File: src/rtl/ub_ctrl.sv
// Unified-buffer sequencer: writes SIZE array rows per tile, then streams
// all SIZE*SIZE entries to the host over a valid/ready handshake.
module ub_ctrl #(
    parameter int SIZE   = 8,
    parameter int ADDR_W = $clog2(SIZE*SIZE)
) (
    input  logic              clk,
    input  logic              rst_n,
    input  logic              start,
    input  logic              abort,
    input  logic              sa_valid,
    output logic              wr_en,
    output logic [ADDR_W-1:0] wr_addr,
    output logic [ADDR_W-1:0] rd_addr,
    output logic              rd_valid,
    input  logic              rd_ready,
    output logic              rd_last,
    output logic              busy,
    output logic              done
);

    localparam int ROW_W = $clog2(SIZE);
    localparam logic [ROW_W-1:0]  LAST_ROW  = ROW_W'(SIZE - 1);
    localparam logic [ADDR_W-1:0] LAST_ADDR = ADDR_W'(SIZE*SIZE - 1);

    typedef enum logic [2:0] {IDLE, WRITE, WAIT, READ, DONE} state_t;

    state_t            state, state_nxt;
    logic [ROW_W-1:0]  row_cnt, row_cnt_nxt;
    logic [ADDR_W-1:0] rd_addr_nxt;

    always_ff @(posedge clk or negedge rst_n) begin
        if (!rst_n) begin
            state   <= IDLE;
            row_cnt <= '0;
            rd_addr <= '0;
        end else begin
            state   <= state_nxt;
            row_cnt <= row_cnt_nxt;
            rd_addr <= rd_addr_nxt;
        end
    end

    always_comb begin
        state_nxt   = state;
        row_cnt_nxt = row_cnt;
        rd_addr_nxt = rd_addr;
        wr_en       = 1'b0;
        rd_valid    = 1'b0;
        busy        = 1'b1;
        done        = 1'b0;
        case (state)
            IDLE: begin
                busy = 1'b0;
                if (start) begin
                    state_nxt   = WRITE;
                    row_cnt_nxt = '0;
                    rd_addr_nxt = '0;
                end
            end
            WRITE: begin
                wr_en = sa_valid;
                if (sa_valid) begin
                    // Last row holds the counter; it is cleared on the way back to IDLE.
                    if (row_cnt == LAST_ROW) state_nxt = WAIT;
                    else                     row_cnt_nxt = row_cnt + ROW_W'(1);
                end
            end
            WAIT: begin
                state_nxt = READ;
            end
            READ: begin
                rd_valid = 1'b1;
                if (rd_ready) begin
                    if (rd_addr == LAST_ADDR) state_nxt = DONE;
                    else                      rd_addr_nxt = rd_addr + ADDR_W'(1);
                end
            end
            DONE: begin
                done        = 1'b1;
                state_nxt   = IDLE;
                row_cnt_nxt = '0;
                rd_addr_nxt = '0;
            end
            default: begin
                state_nxt = IDLE;
            end
        endcase
        // Abort outranks every other transition, including start.
        if (abort) begin
            state_nxt   = IDLE;
            row_cnt_nxt = '0;
            rd_addr_nxt = '0;
        end
    end

    assign wr_addr = ADDR_W'({row_cnt, {ROW_W{1'b0}}});
    assign rd_last = (state == READ) && (rd_addr == LAST_ADDR);

endmodule

File: config.mk
export PLATFORM = sky130hd
export DESIGN_NAME = ub_ctrl
export DESIGN_NICKNAME = d
export VERILOG_FILES = /design/src/rtl/ub_ctrl.sv
export SDC_FILE = /design/constraint.sdc
export NUM_CORES = 1
export LEC_CHECK = 0
export ABC_AREA = 1
export CAP_MARGIN = 20
export CORE_MARGIN = 2
export CORE_UTILIZATION = 51
export DETAILED_ROUTE_END_ITERATION = 10
export GPL_ROUTABILITY_DRIVEN = 0
export PLACE_DENSITY = 0.84
export RECOVER_POWER = 25
export SYNTH_ARGS = -nofsm -noshare
export SYNTH_HDL_FRONTEND = slang
export SYNTH_SLANG_ARGS = --single-unit
File: constraint.sdc
create_clock -name clk -period 2.4 [get_ports clk]
set_input_delay 0.36 -clock clk [delete_from_list [all_inputs] [get_ports clk]]
set_output_delay 0.36 -clock clk [all_outputs]
set_load 0.005 [all_outputs]
# Word-level counts from Yosys, hierarchy flattened
# Cells that the tools add are included.
[totals]
word_cells = 46
output_inout_bits = 17
in_bits = 6
register_bits = 12
[op_classes]
reduce_logical = 7
n_eq_ne = 13
mux = 21
add_sub_neg = 2
[op_table]
columns = ["cell", "count"]
rows = [
  ["$mux 3", 10],
  ["$mux 6", 4],
  ["$ne 3x3->1 const B", 7],
  ["$pmux 6 s3", 1],
  ["$pmux 3 s4", 1],
  ["$pmux 3 s3", 1],
  ["$reduce_and 4->1", 2],
  ["$reduce_bool 4->1", 2],
  ["$add 6x1->6 const B", 1],
  ["$eq 3x2->1 const B", 2],
  ["$eq 3x3->1 const B", 2],
  ["$eq 6x6->1 const B", 1],
  ["$reduce_and 5->1", 1],
  ["$mux 1", 4],
  ["$add 3x1->3 const B", 1],
  ["$eq 3x1->1 const B", 1],
  ["$logic_not 3->1", 1],
  ["$logic_and 1x1->1", 1],
]

# Depth between registers and ports, before layout
[depth]
ltp_word = 5
mapped_depth = 9
ltp_nobuf = 9

# Least setup slack after synthesis
# No wires, ideal clock.
[synth_timing]
path_type = "flip-flop to output port"
start = "reg rd_addr[0]"
end = "out rd_last"
arrival_ps = 1011
slack_ps = 1029
t_required_ps = 2040
n_path_buf = 0
stages_incl_launch_ff = 6
cell_sequence = "dfrtp_1 > ha_1 > nand2_1 > nor2_1 > nand3_1 > nor2_1"
[synth_via]
elab_chain_len = 2
[synth_rtl]
columns = ["item", "line_no", "rtl"]
rows = [
  ["start, declared", "14", "output logic [ADDR_W-1:0] rd_addr,"],
  ["start signal, assigned", "40", "rd_addr <= rd_addr_nxt;"],
  ["$eq 6x6->1", "98", "assign rd_last = (state == READ) && (rd_addr == LAST_ADDR);"],
  ["$logic_and 1x1->1", "98", ""],
  ["end, declared", "17", "output logic rd_last,"],
]
# No other way between the ends.

# Worst setup path in the final report
# Same ends and word-level chain as after synthesis.

==> flow_summary_export.csv <==
group,metric,value,unit
outcome,status,"completed",
floorplanning,chipWidth,45.32,um
critical_path,cp_slowest_cell,"clkdlybuf4s50_1",
logic_synthesis,ys_seq_elements,12,
floorplanning,start_util,55.86,%
clocking,numCtsBuffers,3,
logic_synthesis,synth_top_family_by_area,"simple AND/OR/NAND/NOR gates",
logic_synthesis,avgSynthCellArea,7.257,um^2
clocking,clock_latency,0.28,ns
logic_synthesis,synth-xor-area-share,1.006,%
layout,regArea,300.3,um^2
floorplanning,row_count,14,
critical_path,crit_path_max_incr_delay,0.50,ns
critical_path,path_class,"flop to output pin",
critical_path,crit_arrival,1.86,ns
placed_design,numPortBuffers,19,
logic_synthesis,synth.distinct_cells,22,
logic_synthesis,synth-compound-area-share,9.195,%
critical_path,regToRegEndpoint,"state[0]",
critical_path,critPathLaunch,"rd_addr[0]",
global_route,grt_first_pass_wirelength,3132,um
routing,wl_per_cell,11.92,um
global_route,grt_usage,21.91,%
critical_path,cp.required,2.04,ns
clocking,path_clk_slew,0.09,ns
floorplanning,die-area,2054,um^2
global_route,grt.met2_usage,36.86,%
routing,vias,846,
timing,fin_tns_setup,0,ns
logic_synthesis,ys_seq_area_share,34.48,%
timing,setup_viol,0,
critical_path,crit_path_start_kind,"flop",
critical_path,r2r_cells,8,
logic_synthesis,netlist_area,870.8,um^2
global_route,use_met3,6.400,%
global_route,gr-usage-met1,25.00,%
critical_path,worstReg2RegStart,"rd_addr[0]",
critical_path,end_kind,"output pin",
layout,drive_above_1_share,14.89,%
timing,slew_headroom,61.82,%
logic_synthesis,netlist_instances,120,
logic_synthesis,synth_adder_area_share,4.310,%
worst_hold_path,hp-class,"primary input to async pin",
logic_synthesis,synth.area.mux_share,0,%
timing,rsz0062_at_grt,"no",
routing,ant_nets,0,
routing,drc,0,
routing,first_pass_iters,4,
global_route,grt.overflow.total,0,
critical_path,cp-endpoint,"rd_last",
clocking,cts-resized-gates,0,
routing,drtIter0Drc,36,
critical_path,crit_path_frequent_cell,"nor2_1",
logic_synthesis,synth-simple-area-share,41.09,%
power,vdd_drop_max,511.8,uV
clocking,clockBufferDepth,2,
routing,routed_wl,1872,um
clocking,cts_hold_buf,0,
global_route,grt_pass1_vias,769,
timing,slew_viol_final,0,
layout,diodes,0,
timing,worst_pin_slew,0.5708,ns
power,power_density,756.2,nW/um^2
power,p_leak,0.5138,nW
layout,mostFrequentLayoutCell,"nand2_1",
critical_path,cp_max_fo,7,
timing,fmax,0.4506,GHz
placed_design,dp_cells,153,
global_route,grt-busiest-layer,"met2",
timing,fin_crit,2.219,ns
clocking,cts_num_sinks,12,
floorplanning,die_height,45.32,um
global_route,grt_max_degree,13,
global_route,antenna_found_initial,0,
layout,syn_to_final_growth,25.29,%
timing,finClkSkew,0.007799,ns
logic_synthesis,ys_warn_count,0,
clocking,post_cts_buffers,0,
placed_design,hpwl,1424,um
layout,multi_input_area,495.5,um^2
layout,layout_common_cells,"nand2_1, clkdlybuf4s50_1, nor2_1",
floorplanning,fp.coreArea,1559,um^2
timing,hold_viol_final,0,
flow_run,maxCapViolations,0,
layout,num-fill-cells,137,
timing,period_share,92.46,%
critical_path,r2r_slack,0.91,ns
clocking,cts-root-buf,"clkbuf_4",
critical_path,path_cells,"ha_1, nand2_1, nor2_1, nand3_1, nor2_1, clkdlybuf4s50_1",
layout,nNetsFinal,151,
routing,vias_per_cell,5.389,
layout,final_cell_count_no_fill,157,
clocking,cts_htree_levels,1,
clocking,tritoncts,"yes",
floorplanning,pin_count,23,
[state kept, by name (all words and copies together), names as in the netlist]
| register | flops |
|---|---|
| state | 3 |
| rd_addr | 6 |
| row_cnt | 3 |
[worst min path at each step]
stage	from	to	depth (start not counted)
6_report	rst_n	rd_addr[1]	1
5_1_grt	rst_n	rd_addr[1]	1
4_1_cts	rst_n	rd_addr[1]	1
3_5_place_dp	row_cnt[1]	row_cnt[1]	2
3_3_place_gp	row_cnt[1]	row_cnt[1]	2
2_1_floorplan	rst_n	rd_addr[0]	0
[Yosys cell counts]
| master | instances | share of area, % |
|---|---|---|
| nand2_1 | 32 | 14 |
| nor2_1 | 13 | 5.6 |
| dfrtp_1 | 12 | 34 |
| nand3_1 | 11 | 6.3 |
| inv_1 | 10 | 4.3 |
| nand4_1 | 5 | 3.6 |
| o21ai_2 | 5 | 5.0 |
| o21ai_0 | 4 | 2.3 |
| buf_4 | 3 | 2.6 |
| ha_1 | 3 | 4.3 |
| inv_2 | 3 | 1.3 |
| nor2_2 | 3 | 2.2 |
| nor2_4 | 3 | 3.9 |
| nor3_1 | 3 | 1.7 |
| nand2_4 | 2 | 2.6 |
| o21ai_1 | 2 | 1.1 |
| buf_6 | 1 | 1.3 |
| conb_1 | 1 | 0.43 |
| nand2_2 | 1 | 0.72 |
| o22ai_1 | 1 | 0.72 |
| or2_1 | 1 | 0.72 |
| xor2_1 | 1 | 1.0 |
[worst max-delay path: cells and delay by family, from the launching register on]
kind          cells  cell delay [ns]
simple gates      4             0.40
fa+ha+maj         1             0.23
buf+inv           1             0.50
flops             1             0.44
[power by group]
part	switching (mW)	leakage (nW)	internal, mW
Clock	0.0775	0.0210	0.0924
Combinational	0.223	0.329	0.150
Sequential	0.0480	0.164	0.234
[final cells by class]
type,instances,share of cell area [%]
Multi-Input combinational cell,93,45.41
Sequential cell,12,27.52
Timing Repair Buffer,19,17.43
Inverter,13,4.472
Clock buffer,4,3.326
Tap cell,16,1.835
[per-stage QoR]
stage / util [%] / hold slack, ns / area (um^2) / power, mW / worst slack [ns]
2_1_floorplan: - / 0.06441 / 878.3 / 0.5370 / 1.029
3_3_place_gp: 67.66 / 0.5293 / 1055 / 0.6434 / 0.5150
3_5_place_dp: 67.66 / 0.5265 / 1055 / 0.6559 / 0.4900
4_1_cts: 69.98 / 0.4572 / 1091 / 0.8261 / 0.1728
5_1_grt: 69.98 / 0.5448 / 1091 / 0.8872 / 0.03729
6_report: 69.98 / 0.5005 / 1091 / 0.8250 / 0.1808
[routing by layer]
layer	up-vias	share of wire (%)
met5	-	0
met4	0	1.0
met3	4	3.8
met2	27	48
met1	386	47
li1	429	-
[kinds of logic after synthesis]
kind of cell	after synthesis
AOI/OAI and AO/OA	12
xor gates and xnor gates	1
adders and majority gates	3
buffers and inverters	17
DFF	12
other	1
and+or+nand+nor	74
Note: power is estimated with default switching activity, not from simulation.
